<file path="config.mk">
export PLATFORM = sky130hd
export DESIGN_NAME = clk_div_ctrl_flat
export DESIGN_NICKNAME = d
export VERILOG_FILES = /design/src/rtl/clk_div_ctrl_if.sv /design/src/rtl/clk_div_ctrl.sv /design/src/flat_wrapper.sv
export SDC_FILE = /design/constraint.sdc
export NUM_CORES = 1
export LEC_CHECK = 0
export ABC_AREA = 1
export CAP_MARGIN = 0
export CORE_MARGIN = 2
export CORE_UTILIZATION = 44
export CTS_BUF_LIST = sky130_fd_sc_hd__clkbuf_8 sky130_fd_sc_hd__clkbuf_16
export DETAILED_ROUTE_END_ITERATION = 6
export GPL_ROUTABILITY_DRIVEN = 0
export GPL_TIMING_DRIVEN = 1
export MAX_ROUTING_LAYER = met4
export PLACE_DENSITY = 0.66
export RECOVER_POWER = 100
export SLEW_MARGIN = 5
export SYNTH_ARGS = -nofsm -noshare
export SYNTH_HDL_FRONTEND = slang
export SYNTH_SLANG_ARGS = --single-unit
</file>
<file path="constraint.sdc">
create_clock -name clk_in -period 4.95 [get_ports clk_in]
set_clock_uncertainty 0.2 [all_clocks]
set_input_delay 0.7425 -clock clk_in [delete_from_list [all_inputs] [get_ports clk_in]]
set_output_delay 0.7425 -clock clk_in [all_outputs]
set_load 0.02 [all_outputs]
</file>
<file path="src/rtl/clk_div_ctrl_if.sv">
// Configuration handshake bundle for clk_div_ctrl.
//   cfg_valid : new half-period offered (master -> slave)
//   cfg_half  : requested half-period in clk_in cycles (master -> slave)
//   cfg_ready : controller can accept a config this cycle (slave -> master)
//   cfg_err   : one-cycle pulse, accepted config was zero and discarded (slave -> master)
interface clk_div_ctrl_if #(
    parameter int unsigned DIV_W = 8
);
    logic             cfg_valid;
    logic [DIV_W-1:0] cfg_half;
    logic             cfg_ready;
    logic             cfg_err;

    modport master (
        output cfg_valid,
        output cfg_half,
        input  cfg_ready,
        input  cfg_err
    );

    modport slave (
        input  cfg_valid,
        input  cfg_half,
        output cfg_ready,
        output cfg_err
    );
endinterface

</file>
<file path="src/rtl/clk_div_ctrl.sv">
// Runtime-programmable clock divider controller.
// Produces a glitch-free divided clock and a tick enable from clk_in. The
// divide ratio changes and stops are deferred to period boundaries, so
// clk_out never shows a runt pulse.
//   clk_in   : system clock
//   reset    : asynchronous, active-high reset
//   enable   : level-sensitive run request
//   cfg      : config handshake (slave side of clk_div_ctrl_if)
//   clk_out  : divided clock, registered
//   tick     : one-cycle pulse coincident with each clk_out rise
//   busy     : controller is in RUN or STOP
//   cur_half : half-period currently in effect
module clk_div_ctrl #(
    parameter int unsigned DIV_W        = 8,
    parameter int unsigned DEFAULT_HALF = 32,
    parameter bit          TEST_MODE    = 1'b0
) (
    input  logic             clk_in,
    input  logic             reset,
    input  logic             enable,
    clk_div_ctrl_if.slave    cfg,
    output logic             clk_out,
    output logic             tick,
    output logic             busy,
    output logic [DIV_W-1:0] cur_half
);

    typedef enum logic [1:0] {
        IDLE = 2'd0,
        RUN  = 2'd1,
        STOP = 2'd2
    } state_t;

    state_t           state;
    logic [DIV_W-1:0] cnt;
    logic [DIV_W-1:0] pend;
    logic             pend_v;

    logic [DIV_W-1:0] heff_c;
    logic             last_c;
    logic             xfer_c;
    logic             cfg_zero_c;
    logic             fall_c;
    logic             drop_c;
    logic             apply_c;

    // Effective half-period and end-of-half-period detect.
    assign heff_c     = TEST_MODE ? DIV_W'(1) : cur_half;
    assign last_c     = (cnt == (heff_c - DIV_W'(1)));

    assign xfer_c     = cfg.cfg_valid && cfg.cfg_ready;
    assign cfg_zero_c = (cfg.cfg_half == '0);

    // Falling toggle of clk_out: the only boundary where a pending ratio lands.
    assign fall_c     = (state != IDLE) && clk_out && last_c;
    // Stop request while low: leave at once, nothing partial is emitted.
    assign drop_c     = (state == RUN) && !enable && !clk_out;
    // A pending value is applied at the falling toggle or whenever IDLE is
    // reached/occupied with it still outstanding.
    assign apply_c    = pend_v && (fall_c || drop_c || (state == IDLE));

    always_ff @(posedge clk_in or posedge reset) begin
        if (reset) begin
            state         <= IDLE;
            cnt           <= '0;
            pend          <= '0;
            pend_v        <= 1'b0;
            clk_out       <= 1'b0;
            tick          <= 1'b0;
            busy          <= 1'b0;
            cur_half      <= DIV_W'(DEFAULT_HALF);
            cfg.cfg_ready <= 1'b1;
            cfg.cfg_err   <= 1'b0;
        end else begin
            tick        <= 1'b0;
            cfg.cfg_err <= xfer_c && cfg_zero_c;

            // Divider sequencing.
            case (state)
                IDLE: begin
                    clk_out <= 1'b0;
                    cnt     <= '0;
                    if (enable) begin
                        state <= RUN;
                        busy  <= 1'b1;
                    end
                end
                RUN: begin
                    if (drop_c) begin
                        state <= IDLE;
                        busy  <= 1'b0;
                        cnt   <= '0;
                    end else if (last_c) begin
                        cnt     <= '0;
                        clk_out <= !clk_out;
                        tick    <= !clk_out;
                        // Here clk_out is high whenever enable is low, so this
                        // is the falling toggle and the period is complete.
                        if (!enable) begin
                            state <= IDLE;
                            busy  <= 1'b0;
                        end
                    end else begin
                        cnt <= cnt + DIV_W'(1);
                        if (!enable) begin
                            state <= STOP;
                        end
                    end
                end
                STOP: begin
                    if (last_c) begin
                        cnt     <= '0;
                        clk_out <= 1'b0;
                        state   <= IDLE;
                        busy    <= 1'b0;
                    end else begin
                        cnt <= cnt + DIV_W'(1);
                    end
                end
                default: begin
                    state   <= IDLE;
                    busy    <= 1'b0;
                    cnt     <= '0;
                    clk_out <= 1'b0;
                end
            endcase

            // Config handshake; apply and transfer are exclusive because a
            // transfer needs cfg_ready, which is low while pend_v is set.
            if (apply_c) begin
                cur_half      <= pend;
                pend_v        <= 1'b0;
                cfg.cfg_ready <= 1'b1;
            end else if (xfer_c && !cfg_zero_c) begin
                if (state == IDLE) begin
                    cur_half <= cfg.cfg_half;
                end else begin
                    pend          <= cfg.cfg_half;
                    pend_v        <= 1'b1;
                    cfg.cfg_ready <= 1'b0;
                end
            end
        end
    end

endmodule

</file>
<file path="src/flat_wrapper.sv">
// flat-port wrapper written by rule: the top's interface ports become plain ports
module clk_div_ctrl_flat 
#(
    parameter int unsigned DIV_W        = 8,
    parameter int unsigned DEFAULT_HALF = 32,
    parameter bit          TEST_MODE    = 1'b0
)
  (clk_in, reset, enable, clk_out, tick, busy, cur_half, cfg_cfg_valid, cfg_cfg_half, cfg_cfg_ready, cfg_cfg_err);
  clk_div_ctrl_if #(.DIV_W(DIV_W)) cfg_i ();
  input  logic clk_in;
  input  logic reset;
  input  logic enable;
  output logic clk_out;
  output logic tick;
  output logic busy;
  output logic [DIV_W-1:0] cur_half;
  input wire logic [$bits(cfg_i.cfg_valid)-1:0] cfg_cfg_valid;
  input wire logic [$bits(cfg_i.cfg_half)-1:0] cfg_cfg_half;
  output wire logic [$bits(cfg_i.cfg_ready)-1:0] cfg_cfg_ready;
  output wire logic [$bits(cfg_i.cfg_err)-1:0] cfg_cfg_err;
  assign cfg_i.cfg_valid = cfg_cfg_valid;
  assign cfg_i.cfg_half = cfg_cfg_half;
  assign cfg_cfg_ready = cfg_i.cfg_ready;
  assign cfg_cfg_err = cfg_i.cfg_err;
  clk_div_ctrl #(.DIV_W(DIV_W), .DEFAULT_HALF(DEFAULT_HALF), .TEST_MODE(TEST_MODE)) u_core (.clk_in(clk_in), .reset(reset), .enable(enable), .cfg(cfg_i), .clk_out(clk_out), .tick(tick), .busy(busy), .cur_half(cur_half));
endmodule
</file>
== After elaboration in Yosys (flattened, before gate mapping) ==
Index checks and enable logic that the tools add are counted.
Storage, ports and cells
  input port bits: 12
  output and inout bits: 13
  register bits after elaboration: 32
  logic and storage cells: 79
Cells by class
  multiplexer cells: 31
  add/subtract/negate cells: 2
  reduce and logical (&&, ||, !) cells: 24
  equal/unequal tests: 10
  bitwise gates (word level): 2
Operator list (number)
  8-bit two-way mux: 5
  1-bit two-way mux: 16
  8-bit one-hot mux with 2 select lines: 1
  2-bit two-way mux: 6
  3-bit AND reduction: 3
  8-bit by 1-bit adder with 8-bit output (second input constant): 1
  8-bit equality test: 1
  1-bit logical AND: 8
  8-bit zero test: 1
  8-bit by 1-bit subtractor with 8-bit output (second input constant): 1
  2-bit by 1-bit inequality test with 1-bit output (second input constant): 3
  2-bit one-hot mux with 3 select lines: 1
  2-bit nonzero test: 3
  2-bit inequality test (second input constant): 2
  2-bit AND reduction: 2
  4-bit AND reduction: 1
  1-bit zero test: 3
  3-bit by 1-bit inequality test with 1-bit output (second input constant): 1
  3-bit by 2-bit inequality test with 1-bit output (second input constant): 1
  1-bit one-hot mux with 3 select lines: 1
  2-bit by 1-bit equality test with 1-bit output (second input constant): 1
  2-bit equality test (second input constant): 1
  2-bit zero test: 1
  1-bit logical OR: 2
  other kinds (2): 3

== Depth between registers and ports, before layout ==
  depth in word-level cells: 8
  mapped depth: 17
  gate-level depth less buffers: 16

== Worst setup path before layout ==
No wires, ideal clock.
  path type: reg2reg
  from: reg u_core.cur_half[0]
  to: reg u_core.pend[0]
  clock period less this slack: 2.307 ns
  arrival: 1.991 ns
  path slack: 2.643 ns
  stages on the path, launching flop included: 17
  data required time: 4.633 ns
  setup time: 0.117 ns
  buffers on the path: 2
  cells stage by stage: dfrtp_1 -> inv_2 -> ha_1 -> nand2_1 -> inv_1 -> nor2_1 -> nand2_1 -> nor2_1 -> nand3_1 -> nor2_2 -> nand3_2 -> nand2_4 -> nand2_4 -> buf_6 -> buf_6 -> nand3_1 -> nand2_1
Between the ends
  longest elaborated chain between the ends: 8
RTL lines
  from (decl): line clk_div_ctrl.sv:25  | output logic [DIV_W-1:0] cur_half
  from (signal assigned): line clk_div_ctrl.sv:71  | cur_half <= DIV_W'(DEFAULT_HALF);
  from (signal assigned): line clk_div_ctrl.sv:131  | cur_half <= pend;
  from (signal assigned): line clk_div_ctrl.sv:136  | cur_half <= cfg.cfg_half;
  8-bit by 1-bit subtractor with 8-bit output: line clk_div_ctrl.sv:49  | assign last_c = (cnt == (heff_c - DIV_W'(1)));
  8-bit equality test: line clk_div_ctrl.sv:49
  1-bit logical AND: line clk_div_ctrl.sv:55  | assign fall_c = (state != IDLE) && clk_out && last_c;
  1-bit logical OR (2 in a row): line clk_div_ctrl.sv:60  | assign apply_c = pend_v && (fall_c || drop_c || (state == IDLE));
  1-bit logical AND: line clk_div_ctrl.sv:60
  1-bit NOT (no line)
  3-bit AND reduction (no line)
  to (signal assigned): line clk_div_ctrl.sv:138  | pend <= cfg.cfg_half;
  to (decl): line clk_div_ctrl.sv:36  | logic [DIV_W-1:0] pend;
No other way between the ends.
A chain may end at the register's enable or synchronous reset.

== Worst setup path in the final report ==
  from: reg u_core.cur_half[0]
  to: reg u_core.cur_half[7]
Between the ends
  longest elaborated chain between the ends: 8
RTL lines (line)
  8-bit by 1-bit subtractor with 8-bit output (*): clk_div_ctrl.sv:49
  8-bit equality test (*): clk_div_ctrl.sv:49
  1-bit logical AND (*): clk_div_ctrl.sv:55
  1-bit logical OR (*) (2 in a row): clk_div_ctrl.sv:60
  1-bit logical AND (*): clk_div_ctrl.sv:60
  2-bit nonzero test (no line)
  2-bit AND reduction (no line)
Every way passes the cells marked *; elsewhere a longest branch is shown, timed or not.

==> flow_summary_export.csv <==
group,metric,value,unit
clock_tree,cts-resized-gates,0,
status,violations,"max-capacitance violations, max-slew violations",
timing,final_hold_viol_count,0,
route,drc,0,
floorplan,die_width,68.9,um
power_and_ir_drop,powerDensity,311,mW/mm2
timing,setup-violations-final,0,
floorplan,fp-row-count,23,
yosys,synth_top_family_by_area,"simple AND/OR/NAND/NOR gates",
timing,rsz0062_at_grt,"false",
floorplan,io_pins,25,
clock_tree,clockRootBuffer,"clkbuf_8",
route,drt_iter0_markers,66,
clock_tree,post_cts_buffers,0,
route,post_drt_wl_per_cell,11.1,um
timing,slew_headroom,-0.163,
yosys,synthMuxAreaShare,0,
critical_path,cp.required,4950,ps
layout,synthToLayoutAreaGrowth,18.6,%
yosys,yosys.area_share.adder,0.0338,
floorplan,dieArea,0.00475,mm2
timing,worst_slew_pin_slew,1740,ps
critical_path,path_cells,"inv_1, ha_1, nand2_1, inv_1, nor2_1, nand2_1, nor2_1, nand3_1, nor2_1, nand3_2, nand2_1, nand2_1, nand2_1, nor2_1, nor2_1",
layout,diodes,0,
floorplan,coreArea,0.00403,mm2
critical_path,worstPathArrival,3110,ps
floorplan,start_util,0.460,
yosys,avgSynthCellArea,7.47,um2
critical_path,crit_fanout,20,
timing,period_needed,3110,ps
run,drv_cap,1,
yosys,syn_area,0.00185,mm2
yosys,synth_nets,265,
clock_tree,cts_buffers,5,
route,wl,3.65,mm
global_route,grt_overflow,0,
floorplan,die_h,68.9,um
layout,multiInputGateArea,893,um2
layout,nFillCells,404,
min_path,hp-class,"register to register",
clock_tree,cts.sinks,32,
timing,max_freq,322,MHz
clock_tree,cts_tree,"built",
global_route,antenna_found_initial,0,
yosys,synth_xor_area_frac,0.0425,
route,drt_first_pass_iters,4,
placement,port_buffers,24,
critical_path,slowest_delay,410,ps
yosys,syn-instance-count,248,
critical_path,reg2reg_slack,1840,ps
status,status,"finished, violations left",
critical_path,worstSetupStartpointType,"register",
global_route,grt_pass1_vias,1457,
critical_path,crit_type,"register to register",
yosys,ys_warn_count,0,
global_route,grt_pass1_wl,6.42,mm
route,num_vias,1542,
critical_path,worst_path_max_delay_cell,"nand2_1",
yosys,synth-simple-area-share,0.396,
placement,hpwl,2.78,mm
yosys,synth-compound-area-share,0.0230,
power_and_ir_drop,leakage,1.19,nW
layout,drive_above_1_share,0.0576,
timing,period_share,0.628,
route,final_antenna_net_count,0,
layout,nets,294,
timing,report.final.slew_viol_count,33,
timing,setup_tns,0,ps
global_route,grt_max_degree,33,
power_and_ir_drop,max-vdd-ir-drop,175,uV
global_route,grt_use_total,0.190,
route,drt-vias-per-instance,4.70,
clock_tree,cts-htree-levels,2,
yosys,ys_seq_area_frac,0.433,
clock_tree,clkTransAtPathRegs,60,ps
yosys,synth_seq_cells,32,
clock_tree,cts_buffer_depth,2,
layout,seq_area,803,um2
layout,final_cells,328,
placement,place.detailed.instances,320,
clock_tree,insertion_delay,280,ps
clock_tree,cts_hold_buffers,0,
critical_path,cp-end-kind,"register",
yosys,synthDistinctLibCells,25,
[through the flow]
| step | power [mW] | utilization | hold slack [ps] | setup WS (ps) | cell area (um2) |
|---|---|---|---|---|---|
| after floorplan | 0.442 | - | 233 | 2640 | 1850 |
| after global placement | 0.502 | 0.530 | 249 | 2250 | 2140 |
| after detailed placement | 0.502 | 0.530 | 252 | 2220 | 2140 |
| after CTS | 0.707 | 0.553 | 268 | 2370 | 2230 |
| after global routing | 0.739 | 0.546 | 299 | 1520 | 2200 |
| final | 0.683 | 0.546 | 267 | 1840 | 2200 |
[area by class of cell]
| type | instances | area share |
|---|---|---|
| tap | 50 | 0.0285 |
| multi-input combinational | 185 | 0.406 |
| clock buffer | 6 | 0.0376 |
| sequential | 32 | 0.365 |
| timing repair buffer | 25 | 0.111 |
| clock inverter | 2 | 0.00341 |
| inverter | 28 | 0.0478 |
[registers in the layout (all words and copies together), names as in the netlist]
register,cells
u_core.cnt,8
u_core.cur_half,8
u_core.pend,8
u_core.state,2
u_core.busy,1
u_core.cfg.cfg_err,1
u_core.cfg.cfg_ready,1
u_core.clk_out,1
u_core.pend_v,1
u_core.tick,1
[worst max-delay path, delay by kind of cell (launching register included)]
family | cells | cell delay (ps)
flops | 1 | 400
simple gates | 12 | 1960
fa+ha+maj | 1 | 320
buf+inv | 2 | 160
[final timing paths]
check,start,end,cells after the start
worst min-delay path,u_core.pend[6],u_core.pend[6],2
max in group asynchronous,reset,u_core.cur_half[1],3
min in group asynchronous,reset,u_core.busy,3
worst max register to register,u_core.cur_half[0],u_core.cur_half[7],15
worst min register to register,u_core.pend[6],u_core.pend[6],2
worst max-delay path,u_core.cur_half[0],u_core.cur_half[7],15
[logic make-up after synthesis]
| group | after synthesis |
|---|---|
| fa+ha+maj | 5 |
| compound gates | 8 |
| buf+inv | 31 |
| simple gates | 163 |
| flops | 32 |
| xor+xnor | 9 |
[synth_stat cells (all sizes together)]
cell type	n	area, um2
a21oi	1	5.00
clkbuf	1	3.75
buf	2	22.5
nand3	20	110
inv	27	101
dfstp	2	52.6
o211ai	1	7.51
or2	1	6.26
xnor2	1	8.76
o21ai	6	30.0
nand4	4	25.0
nand2	73	302
dfrtp	30	751
nand3b	9	67.6
clkinv	1	3.75
nor3	2	10.0
nor3b	1	7.51
ha	5	62.6
nor2	53	206
xor2	8	70.1
[where the power goes]
group          internal [mW]  switching (mW)
Clock                  0.109          0.0901
Combinational         0.0655           0.119
Sequential             0.283          0.0162
[placed cells by master, fill, tap and decap left out, types with 2 or more instances in the layout]
| cell | synthesis | final |
|---|---|---|
| nand4_1 | 4 | 4 |
| nor3_1 | 2 | 2 |
| nand2_1 | 68 | 71 |
| nand3_2 | 2 | 2 |
| dfstp_2 | 2 | 2 |
| nand2_2 | 2 | 2 |
| dfrtp_1 | 30 | 30 |
| nand3_1 | 18 | 18 |
| xor2_1 | 8 | 8 |
| clkbuf_8 | 0 | 6 |
| nor2_2 | 3 | 2 |
| o21ai_0 | 6 | 6 |
| inv_1 | 25 | 28 |
| dlygate4sd3_1 | 0 | 15 |
| nor2_1 | 50 | 51 |
| ha_1 | 5 | 5 |
| clkdlybuf4s50_1 | 0 | 9 |
| nand3b_1 | 9 | 9 |
[routing by layer]
layer | routed length [um] | GRT usage | share of wire | vias to the layer above
li1 | - | - | - | 828
met1 | 1820 | 0.236 | 0.50 | 682
met2 | 1670 | 0.310 | 0.46 | 28
met3 | 131 | 0.0487 | 0.036 | 4
met4 | 29 | 0.0515 | 0.0079 | 0
met5 | 0 | - | 0 | -
(Power assumes the default switching activity.)
